[src/rtl/gfq_systemizer_if.sv]
// Host-side bus of the GF(Q) systemizer: run control, status and the
// word-wide matrix load/readback port. Widths follow the matrix geometry.
interface gfq_systemizer_if #(
  parameter int L     = 8,
  parameter int K     = 16,
  parameter int Q     = 3,
  parameter int BLOCK = 4
);
  localparam int EW  = $clog2(Q);
  localparam int WPR = K / BLOCK;
  localparam int AW  = $clog2(L * WPR);
  localparam int DW  = BLOCK * EW;

  logic          start;
  logic          busy;
  logic          done;
  logic          success;
  logic          fail;
  logic          wr_en;
  logic [AW-1:0] wr_addr;
  logic [DW-1:0] wr_data;
  logic          rd_en;
  logic [AW-1:0] rd_addr;
  logic [DW-1:0] rd_data;
  logic          acc_err;

  modport master (
    output start, wr_en, wr_addr, wr_data, rd_en, rd_addr,
    input  busy, done, success, fail, rd_data, acc_err
  );

  modport slave (
    input  start, wr_en, wr_addr, wr_data, rd_en, rd_addr,
    output busy, done, success, fail, rd_data, acc_err
  );
endinterface

[src/rtl/gfq_systemizer.sv]
// gfq_systemizer: brings an L x K matrix over GF(Q) to [I | A] by
// element-serial Gauss-Jordan elimination (pivot search, row swap,
// inverse by trial, normalise, eliminate). Matrix lives in flops and is
// loaded/read back through a BLOCK-element word port while idle.
module gfq_systemizer #(
  parameter int L     = 8,
  parameter int K     = 16,
  parameter int Q     = 3,
  parameter int BLOCK = 4
) (
  input logic             clk,
  input logic             rst_n,
  gfq_systemizer_if.slave bus
);
  localparam int EW  = $clog2(Q);
  localparam int WPR = K / BLOCK;
  localparam int NW  = L * WPR;
  localparam int DW  = BLOCK * EW;
  localparam int RW  = (L > 1) ? $clog2(L) : 1;
  localparam int CW  = (K > 1) ? $clog2(K) : 1;
  localparam int PW  = 2 * EW;
  localparam logic [PW-1:0] QP       = PW'(Q);
  localparam logic [RW-1:0] LAST_ROW = RW'(L - 1);
  localparam logic [CW-1:0] LAST_K   = CW'(K - 1);

  typedef enum logic [2:0] {
    S_IDLE, S_SEARCH, S_SWAP, S_INV, S_NORM, S_ELIM, S_FINISH
  } state_t;

  function automatic logic [EW-1:0] mod_q(input logic [PW-1:0] v);
    return EW'(v % QP);
  endfunction

  // Operands are < Q, so the double-width product cannot overflow.
  function automatic logic [EW-1:0] mul_q(input logic [EW-1:0] a, input logic [EW-1:0] b);
    return mod_q(PW'(a) * PW'(b));
  endfunction

  logic [EW-1:0] mem [L][K];
  state_t        state, state_nxt;
  logic [RW-1:0] col, row, piv, elim0;
  logic [CW-1:0] k, col_k;
  logic [EW-1:0] x, f_q, elim_f, norm_val, elim_val;
  logic          busy_w, start_go, set_ok, set_fail;
  logic          srch_nz, inv_hit, row_end, last_row;
  logic          success_q, fail_q, acc_err_q;
  logic          wr_ok, rd_ok;
  logic [RW-1:0] wr_row, rd_row;
  logic [CW-1:0] wr_col0, rd_col0;
  logic [DW-1:0] rd_data_q, rd_word;
  int            nr;

  assign busy_w   = (state != S_IDLE) && (state != S_FINISH);
  assign start_go = (state == S_IDLE) && bus.start;

  // Host word address -> row and first column; out-of-range words are inert.
  assign wr_ok   = int'(bus.wr_addr) < NW;
  assign wr_row  = RW'(int'(bus.wr_addr) / WPR);
  assign wr_col0 = CW'((int'(bus.wr_addr) % WPR) * BLOCK);
  assign rd_ok   = int'(bus.rd_addr) < NW;
  assign rd_row  = RW'(int'(bus.rd_addr) / WPR);
  assign rd_col0 = CW'((int'(bus.rd_addr) % WPR) * BLOCK);

  // Element-serial datapath terms for the current (row, col, k).
  assign col_k    = CW'(col);
  assign elim0    = (col == '0) ? RW'(1) : '0;
  assign srch_nz  = mem[row][col_k] != '0;
  assign inv_hit  = mul_q(mem[col][col_k], x) == EW'(1);
  assign elim_f   = (k == '0) ? mem[row][col_k] : f_q;
  assign norm_val = mul_q(mem[col][k], x);
  assign elim_val = mod_q(PW'(mem[row][k]) + QP - PW'(mul_q(elim_f, mem[col][k])));
  assign row_end  = (elim_f == '0) || (k == LAST_K);

  // Next row to eliminate, stepping over the pivot row.
  // NOTE: combinational blocks use blocking '=' so later lines see earlier
  // results; clocked blocks use '<=' so every flop samples pre-edge values.
  always_comb begin
    nr = int'(row) + 1;
    if (nr == int'(col)) nr = nr + 1;
    last_row = nr >= L;
  end

  // Gather one host word for readback.
  always_comb begin
    rd_word = '0;
    if (rd_ok)
      for (int j = 0; j < BLOCK; j++)
        rd_word[j*EW +: EW] = mem[rd_row][rd_col0 + CW'(j)];
  end

  // FSM state register.
  always_ff @(posedge clk or negedge rst_n) begin
    if (!rst_n) state <= S_IDLE;
    else        state <= state_nxt;
  end

  // FSM next-state and status-set strobes.
  // NOTE: every output gets a default first, so no path leaves it unassigned
  // and no latch is inferred.
  always_comb begin
    state_nxt = state;
    set_ok    = 1'b0;
    set_fail  = 1'b0;
    case (state)
      S_IDLE:   if (bus.start) state_nxt = S_SEARCH;
      S_SEARCH: begin
        if (srch_nz) state_nxt = (row == col) ? S_INV : S_SWAP;
        else if (row == LAST_ROW) begin
          state_nxt = S_FINISH;
          set_fail  = 1'b1;
        end
      end
      S_SWAP:   if (k == LAST_K) state_nxt = S_INV;
      S_INV:    if (inv_hit) state_nxt = (x == EW'(1)) ? S_ELIM : S_NORM;
      S_NORM:   if (k == LAST_K) state_nxt = S_ELIM;
      S_ELIM: begin
        if (row_end && last_row) begin
          if (col == LAST_ROW) begin
            state_nxt = S_FINISH;
            set_ok    = 1'b1;
          end else begin
            state_nxt = S_SEARCH;
          end
        end
      end
      S_FINISH: state_nxt = S_IDLE;
      default:  state_nxt = S_IDLE;
    endcase
  end

  // Matrix, loop counters, host port and sticky status.
  always_ff @(posedge clk or negedge rst_n) begin
    if (!rst_n) begin
      // NOTE: the matrix is a flop array, not a RAM macro, so it is cleared
      // by reset; readback of zeros after reset depends on it.
      for (int r = 0; r < L; r++)
        for (int c = 0; c < K; c++)
          mem[r][c] <= '0;
      col <= '0; row <= '0; piv <= '0; k <= '0;
      x <= '0; f_q <= '0;
      rd_data_q <= '0; acc_err_q <= 1'b0;
      success_q <= 1'b0; fail_q <= 1'b0;
    end else begin
      acc_err_q <= busy_w && (bus.wr_en || bus.rd_en);
      if (!busy_w) begin
        if (bus.wr_en && wr_ok)
          for (int j = 0; j < BLOCK; j++)
            mem[wr_row][wr_col0 + CW'(j)] <= mod_q(PW'(bus.wr_data[j*EW +: EW]));
        if (bus.rd_en) rd_data_q <= rd_word;
      end
      if (start_go) begin
        success_q <= 1'b0;
        fail_q    <= 1'b0;
        col <= '0; row <= '0; k <= '0;
      end
      if (set_ok)   success_q <= 1'b1;
      if (set_fail) fail_q    <= 1'b1;
      case (state)
        S_SEARCH: begin
          if (srch_nz) begin
            piv <= row;
            k   <= '0;
            x   <= EW'(1);
          end else begin
            row <= row + RW'(1);
          end
        end
        S_SWAP: begin
          mem[piv][k] <= mem[col][k];
          mem[col][k] <= mem[piv][k];
          k <= (k == LAST_K) ? '0 : k + CW'(1);
        end
        S_INV: begin
          if (inv_hit) begin
            k   <= '0;
            row <= elim0;
          end else begin
            x <= x + EW'(1);
          end
        end
        S_NORM: begin
          mem[col][k] <= norm_val;
          k <= (k == LAST_K) ? '0 : k + CW'(1);
        end
        S_ELIM: begin
          if (k == '0) f_q <= mem[row][col_k];
          if (elim_f != '0) mem[row][k] <= elim_val;
          if (row_end) begin
            k <= '0;
            if (last_row) begin
              col <= col + RW'(1);
              row <= col + RW'(1);
            end else begin
              row <= RW'(nr);
            end
          end else begin
            k <= k + CW'(1);
          end
        end
        default: ;
      endcase
    end
  end

  assign bus.busy    = busy_w;
  assign bus.done    = (state == S_FINISH);
  assign bus.success = success_q;
  assign bus.fail    = fail_q;
  assign bus.rd_data = rd_data_q;
  assign bus.acc_err = acc_err_q;
endmodule

[src/flat_wrapper.sv]
// flat-port wrapper written by rule: the top's interface ports become plain ports
module gfq_systemizer_flat 
#(
  parameter int L     = 8,
  parameter int K     = 16,
  parameter int Q     = 3,
  parameter int BLOCK = 4
)
  (clk, rst_n, bus_start, bus_wr_en, bus_wr_addr, bus_wr_data, bus_rd_en, bus_rd_addr, bus_busy, bus_done, bus_success, bus_fail, bus_rd_data, bus_acc_err);
  gfq_systemizer_if #(.L(L), .K(K), .Q(Q), .BLOCK(BLOCK)) bus_i ();
  input logic clk;
  input logic rst_n;
  input wire logic [$bits(bus_i.start)-1:0] bus_start;
  input wire logic [$bits(bus_i.wr_en)-1:0] bus_wr_en;
  input wire logic [$bits(bus_i.wr_addr)-1:0] bus_wr_addr;
  input wire logic [$bits(bus_i.wr_data)-1:0] bus_wr_data;
  input wire logic [$bits(bus_i.rd_en)-1:0] bus_rd_en;
  input wire logic [$bits(bus_i.rd_addr)-1:0] bus_rd_addr;
  output wire logic [$bits(bus_i.busy)-1:0] bus_busy;
  output wire logic [$bits(bus_i.done)-1:0] bus_done;
  output wire logic [$bits(bus_i.success)-1:0] bus_success;
  output wire logic [$bits(bus_i.fail)-1:0] bus_fail;
  output wire logic [$bits(bus_i.rd_data)-1:0] bus_rd_data;
  output wire logic [$bits(bus_i.acc_err)-1:0] bus_acc_err;
  assign bus_i.start = bus_start;
  assign bus_i.wr_en = bus_wr_en;
  assign bus_i.wr_addr = bus_wr_addr;
  assign bus_i.wr_data = bus_wr_data;
  assign bus_i.rd_en = bus_rd_en;
  assign bus_i.rd_addr = bus_rd_addr;
  assign bus_busy = bus_i.busy;
  assign bus_done = bus_i.done;
  assign bus_success = bus_i.success;
  assign bus_fail = bus_i.fail;
  assign bus_rd_data = bus_i.rd_data;
  assign bus_acc_err = bus_i.acc_err;
  gfq_systemizer #(.L(L), .K(K), .Q(Q), .BLOCK(BLOCK)) u_core (.clk(clk), .rst_n(rst_n), .bus(bus_i));
endmodule
[config.mk]
export PLATFORM = sky130hd
export DESIGN_NAME = gfq_systemizer_flat
export DESIGN_NICKNAME = d
export VERILOG_FILES = /design/src/rtl/gfq_systemizer_if.sv /design/src/rtl/gfq_systemizer.sv /design/src/flat_wrapper.sv
export SDC_FILE = /design/constraint.sdc
export NUM_CORES = 2
export LEC_CHECK = 0
export BUFFER_PORTS_ARGS = -buffer_cell sky130_fd_sc_hd__buf_2
export CAP_MARGIN = 20
export CORE_MARGIN = 2
export CORE_UTILIZATION = 40
export DETAILED_ROUTE_END_ITERATION = 6
export PLACE_DENSITY = 0.62
export SLEW_MARGIN = 20
export SYNTH_ARGS = -nofsm -noshare
export SYNTH_HDL_FRONTEND = slang
export SYNTH_SLANG_ARGS = --single-unit
export TNS_END_PERCENT = 10
[constraint.sdc]
create_clock -name clk -period 17.1 [get_ports clk]
set_clock_uncertainty 0.1 [all_clocks]
set_input_delay 3.42 -clock clk [delete_from_list [all_inputs] [get_ports clk]]
set_output_delay 3.42 -clock clk [all_outputs]
set_load 0.01 [all_outputs]
# Word-level counts from Yosys, hierarchy flattened
# Cells that the tools add are included.
# word_totals
output_inout_bits,13
inputBits,23
ff_bits,287
elab_cells,374
# op_classes
n_mul,3
n_div,8
order_cmp,25
n_eq_ne,22
bitwise,16
add_sub_neg,14
muxes,117
n_reduce_logical,30
# ops
op,n
$bwmux W256,8
$mux W256,3
$pmux W256 S3,1
$demux W32 S3,7
$mux W32,16
$bmux W32 S3,4
$bmux W2 S4,9
$mux W2,26
$mux W3,17
$ge A5 B5 Y1 const B,10
$not A4 Y5,9
$demux W2 S4,5
$add A32 B2 Y32 const B,1
$eq A32 B4 Y1,1
$ge A32 B5 Y1 const B,1
$lt A5 B1 Y1 const B,5
$ge A4 B4 Y1 const B,5
$mux W4,5
$not A3 Y4,5
$pmux W3 S6,1
$add A4 B2 Y4 const B,4
$lt A4 B1 Y1 const B,4
$mod A2 B2 Y4 const B,4
$mod A4 B2 Y4 const B,4
other kinds (34),80

# Depth between registers and ports, before layout
# logic_depth
word_depth,16
ltp_mapped,46
mapped_depth_nobuf,40

# Worst setup path after synthesis
# No wires, ideal clock.
# synth_path
path_kind,register -> register
from,register u_core.k[0]
to,register u_core.mem[49] (netlist bit)
synth_period_minus_slack_ns,9.175
setup_time_ns,0.124
slack_ns,7.925
path_buffers,7
stages_incl_launch_ff,41
required_time_ns,16.876
t_arrival_ns,8.951
cell_sequence,dfrtp_1 -> clkbuf_1 -> inv_1 -> clkbuf_1 -> buf_1 -> clkbuf_1 -> ha_1 -> buf_1 -> and2_1 -> clkbuf_1 -> nor2_1 -> a31oi_2 -> and3_1 -> ha_1 -> fa_1 -> nor3_1 -> a21o_1 -> ha_1 -> (+5 left out) -> o211ai_1 -> nand2_1 -> ha_1 -> inv_1 -> ha_1 -> or2_2 -> o21ai_0 -> ha_1 -> or3b_2 -> nor2_1 -> mux2i_1 -> o21ai_1 -> mux2_2 -> and2_1 -> clkbuf_1 -> nor3_1 -> a211oi_1 -> a211o_1
# synth_between
elab_chain_len,11
word_cells_on_any_way,37
classes_between,add/sub (2); mul (2); div (3); order compare (2); mux (24); bitwise (1); reduce/logical (3)
# synth_rtl
item,line_no,rtl
from (decl),gfq_systemizer.sv:42,"logic [CW-1:0] k, col_k;"
from (signal assigned),gfq_systemizer.sv:171,k <= (k == LAST_K) ? '0 : k + CW'(1);
from (signal assigned),gfq_systemizer.sv:183,k <= (k == LAST_K) ? '0 : k + CW'(1);
from (signal assigned),gfq_systemizer.sv:197,k <= k + CW'(1);
$not A4 Y5 (not written as such),--,
$bmux W2 S4,"gfq_systemizer.sv:70, gfq_systemizer.sv:71, gfq_systemizer.sv:169",
$mux W2 (not written as such) (2 in a row),"gfq_systemizer.sv:70, gfq_systemizer.sv:71, gfq_systemizer.sv:169",
$mul A2 B2 Y4,gfq_systemizer.sv:36,return mod_q(PW'(a) * PW'(b));
$mod A4 B2 Y4,gfq_systemizer.sv:31,return EW'(v % QP);
$sub A4 B2 Y4,gfq_systemizer.sv:71,"assign elim_val = mod_q(PW'(mem[row][k]) + QP - PW'(mul_q(elim_f, mem[col][k])));"
$mod A4 B2 Y4,gfq_systemizer.sv:31,
$bwmux W256,gfq_systemizer.sv:187,if (elim_f != '0) mem[row][k] <= elim_val;
$mux W256,gfq_systemizer.sv:187,
$pmux W256 S3 (*),gfq_systemizer.sv:158,case (state)
"to (signal, indexed assignment)",gfq_systemizer.sv:169,mem[piv][k] <= mem[col][k];
"to (signal, indexed assignment)",gfq_systemizer.sv:170,mem[col][k] <= mem[piv][k];
"to (signal, indexed assignment)",gfq_systemizer.sv:187,
to (decl),gfq_systemizer.sv:39,logic [EW-1:0] mem [L][K];
# Mark *: on every way between the ends. The rest lies on a longest branch, timed or not. The select of a mux whose other input is x is not followed.
# A chain may end at the register's enable or synchronous reset.

# Worst setup path in the final report
# layout_path
from,register u_core.col[2]
to,register u_core.mem[250] (netlist bit)
# layout_between
elab_chain_len,14
word_cells_on_any_way,30
classes_between,add/sub (1); mul (2); div (3); order compare (2); mux (18); bitwise (2); reduce/logical (2)
# layout_rtl
item,line_no,rtl
from (decl),gfq_systemizer.sv:41,"logic [RW-1:0] col, row, piv, elim0;"
from (signal assigned),gfq_systemizer.sv:191,col <= col + RW'(1);
$not A3 Y4 (not written as such),--,
$bmux W32 S3,"gfq_systemizer.sv:70, gfq_systemizer.sv:71, gfq_systemizer.sv:169",
$mux W32 (not written as such) (2 in a row),"gfq_systemizer.sv:70, gfq_systemizer.sv:71, gfq_systemizer.sv:169",
$bmux W2 S4,"gfq_systemizer.sv:70, gfq_systemizer.sv:71, gfq_systemizer.sv:169",
$mux W2 (not written as such) (2 in a row),"gfq_systemizer.sv:70, gfq_systemizer.sv:71, gfq_systemizer.sv:169",
$mul A2 B2 Y4,gfq_systemizer.sv:36,
$mod A4 B2 Y4,gfq_systemizer.sv:31,
$sub A4 B2 Y4,gfq_systemizer.sv:71,
$mod A4 B2 Y4,gfq_systemizer.sv:31,
$bwmux W256,gfq_systemizer.sv:187,
$mux W256,gfq_systemizer.sv:187,
$pmux W256 S3 (*),gfq_systemizer.sv:158,
# Marked as above.

==> metrics.cfg <==
[yosys]
syn-cell-area_um2 = 31850
synth_top_area_share = 0.2255
synth_ff_type = dfrtp_1
synth-seq-area-share = 0.2255
synthCells = 3792
ys_warn_count = 0
synth_nets = 3849
synthTopCellsByCount = o21ai_0 (347), nor2_1 (332), a21oi_1 (296)
async_flop_share = 1.000
post-synth-top-count-cell = o21ai_0
synth_cell_type_count = 102
yosys.area.top_type = dfrtp_1
syn_avg_cell_area_um2 = 8.400
synth_edf_count = 0
synth_area_leaders = dfrtp_1 (23%), mux4_2 (11%), mux2i_1 (9.0%)
yosys_register_bits = 287

[sta]
setup_viol = 0
max_freq_mhz = 85.47
hold_viol = 0
grt_setup_unrepaired = false
period_minus_slack_ps = 11700
min_period_over_period = 0.6842
slew_violations = 0
relSlewSlack = 0.09563
worst_pin_slew_ps = 1357
tns_ps = 0

[worst_setup_path]
crit_path_end_kind = register
crit_path_end = u_core.mem[250]
worst-r2r-setup-slack_ps = 5400
arrival_ps = 12100
crit_start = u_core.col[2]
crit_top_cell = ha_1
cp_max_fo = 54
worst_setup_path_start_kind = register
worstPathRequired_ps = 17500
reg2reg_depth = 35
cp_slowest_cell = nor2_1
worstReg2RegStart = u_core.col[2]
crit_type = register to register
cp_slowest_stage_delay_ps = 920
r2r-end = u_core.mem[250]

[grt]
grt_start_max_net_pins = 136
grt_pass1_vias = 33780
grt-ovfl-total = 0
grt_pass1_wl_um = 282600
antenna_found_initial = 26
grtUsageTotal = 0.4908

[place]
portBuffers = 35
placed_area_um2 = 33020
gp_congestion = 1.143
dp_hpwl_um = 143600

[cells_and_area]
nNetsFinal = 3686
fillerInstances = 7835
final_area_um2 = 34500
multi_input_area_um2 = 22810
drive_gt1_frac = 0.1872
register_area_um2 = 7202
area_delta_synth_final_pct = 8.300

[floorplanning]
die_y_um = 286.2
num_rows = 103
core-area_um2 = 78870
start_util = 0.4039
die-area_um2 = 81900
die_w_um = 286.2
io_pins = 36

[cts]
cts.sinks = 287
clk_latency_ps = 610
clockRootBuffer = clkbuf_16
clk_pin_slew_worst_paths_ps = 60
clockBufferDepth = 3
ctsHoldBuffers = 0
cts_inserted_buffers = 40
cts.repair.resized = 0
cts_setup_buffers = 0
h-tree-depth = 2
cts_tree = yes

[outcome]
violations = DRC
status = finished with violations

[detailed_routing]
drc_errors = 10
vias = 38030
vias_per_cell = 8.030
ant_nets = 0
initialDrtViolationCount = 7866
drt_first_pass_iters = 7
drt-total-wl_um = 208100
wl_per_cell_um = 43.93

[power_and_ir_drop]
power_leakage_nw = 11.84
clkPwrFrac = 0.105
switchingPower_mw = 5.753
power_density_nw_per_um2 = 260.3
intPower_mw = 3.228
vdd_drop_max_v = 0.001308
sw_frac_of_total = 0.6406
power_frac_comb = 0.733
p_total_mw = 8.981
power_frac_seq = 0.162

[job]
drv_cap = 0

[worst_hold_path]
min_path_type = register to register

-- final cells by class --
cell class | count | share of cell area
multi-input combinational | 3044 | 0.6612
sequential | 287 | 0.2088
timing repair buffer | 217 | 0.04552
tap | 1050 | 0.03808
clock buffer | 60 | 0.03504
clock inverter | 12 | 0.005187
inverter | 39 | 0.004244
antenna | 27 | 0.001959
-- flip-flops by register name (all words and copies together), names as in the netlist, 2 cells and up --
register / cells
u_core.piv: 3
u_core.col: 3
u_core.bus.rd_data: 8
u_core.state: 3
u_core.f_q: 2
u_core.mem: 256
u_core.x: 2
u_core.k: 4
u_core.row: 3
-- cell families (layout without fill, tap and decap cells) --
| logic type | count (synthesis) | after routing | share of synthesized area |
|---|---|---|---|
| AOI/OAI and AO/OA | 1471 | 1471 | 0.3112 |
| and+or+nand+nor | 949 | 949 | 0.1347 |
| muxes | 581 | 581 | 0.2475 |
| buffers and inverters | 461 | 328 | 0.06407 |
| DFF | 287 | 287 | 0.2255 |
| adders and majority gates | 34 | 34 | 0.01430 |
| xor gates and xnor gates | 9 | 9 | 0.002710 |
| other | 0 | 27 | 0 |
-- metal layers --
| metal | part of all wire | global-route usage |
|---|---|---|
| met5 | 0.00099 | 0.004651 |
| met1 | 0.36 | 0.6120 |
| met3 | 0.18 | 0.2643 |
| met4 | 0.081 | 0.3072 |
| met2 | 0.38 | 0.6528 |
-- worst max-delay path, delay by kind of cell (launching register included) --
family / cells / cell delay, ps
compound gates: 11 / 3050
xor+xnor: 1 / 160
fa+ha+maj: 7 / 1950
buf+inv: 3 / 1140
flops: 1 / 870
mux: 1 / 70
simple gates: 12 / 4100
-- through the flow --
step           utilization  hold slack (ps)  instances  setup WS, ps
6_report            0.4374            370.5       4736          5400
5_1_grt             0.4365            392.3       4709          5138
4_1_cts             0.4363            379.6       4707          5879
3_5_place_dp        0.4187            365.7       4635          5890
3_3_place_gp        0.4184            358.8       4634          6067
2_1_floorplan            -            341.3       3792          7925
-- how the worst min path moves through the flow --
stage,slack [ps],end,startpoint,cells after the start
after floorplan,340,u_core.f_q[1],u_core.f_q[1],2
after global placement,360,u_core.bus.rd_data[6],u_core.bus.rd_data[6],2
after detailed placement,370,u_core.bus.rd_data[6],u_core.bus.rd_data[6],2
after CTS,380,u_core.bus.rd_data[6],u_core.bus.rd_data[6],2
after global routing,390,u_core.bus.rd_data[3],u_core.bus.rd_data[3],2
final,370,u_core.bus.rd_data[6],u_core.bus.rd_data[6],2
-- power groups by stage --
stage / Sequential (mW) / Clock (mW) / Combinational (mW)
finish: 1.46 / 0.939 / 6.59
floorplan: 1.04 / 0 / 3.66
detailed placement: 1.37 / 0 / 6.10
global route: 1.41 / 0.956 / 6.62
CTS: 1.36 / 0.932 / 6.11
global placement: 1.38 / 0 / 6.12
-- placed cells by master (no fill, tap or decap), types with 34 or more instances in the layout --
cell type  count
a21oi_1      295
a221oi_1      92
a22oi_1       62
a31oi_1       57
buf_2         34
buf_4        180
clkbuf_16     42
dfrtp_1      277
inv_1         35
mux2_2       133
mux2i_1      286
mux4_2       151
nand2_1      289
nand3_1       78
nor2_1       318
nor3_1        61
o211ai_1      66
o21ai_0      346
o221ai_1     122
o22ai_1      118
(Power assumes the default switching activity.)
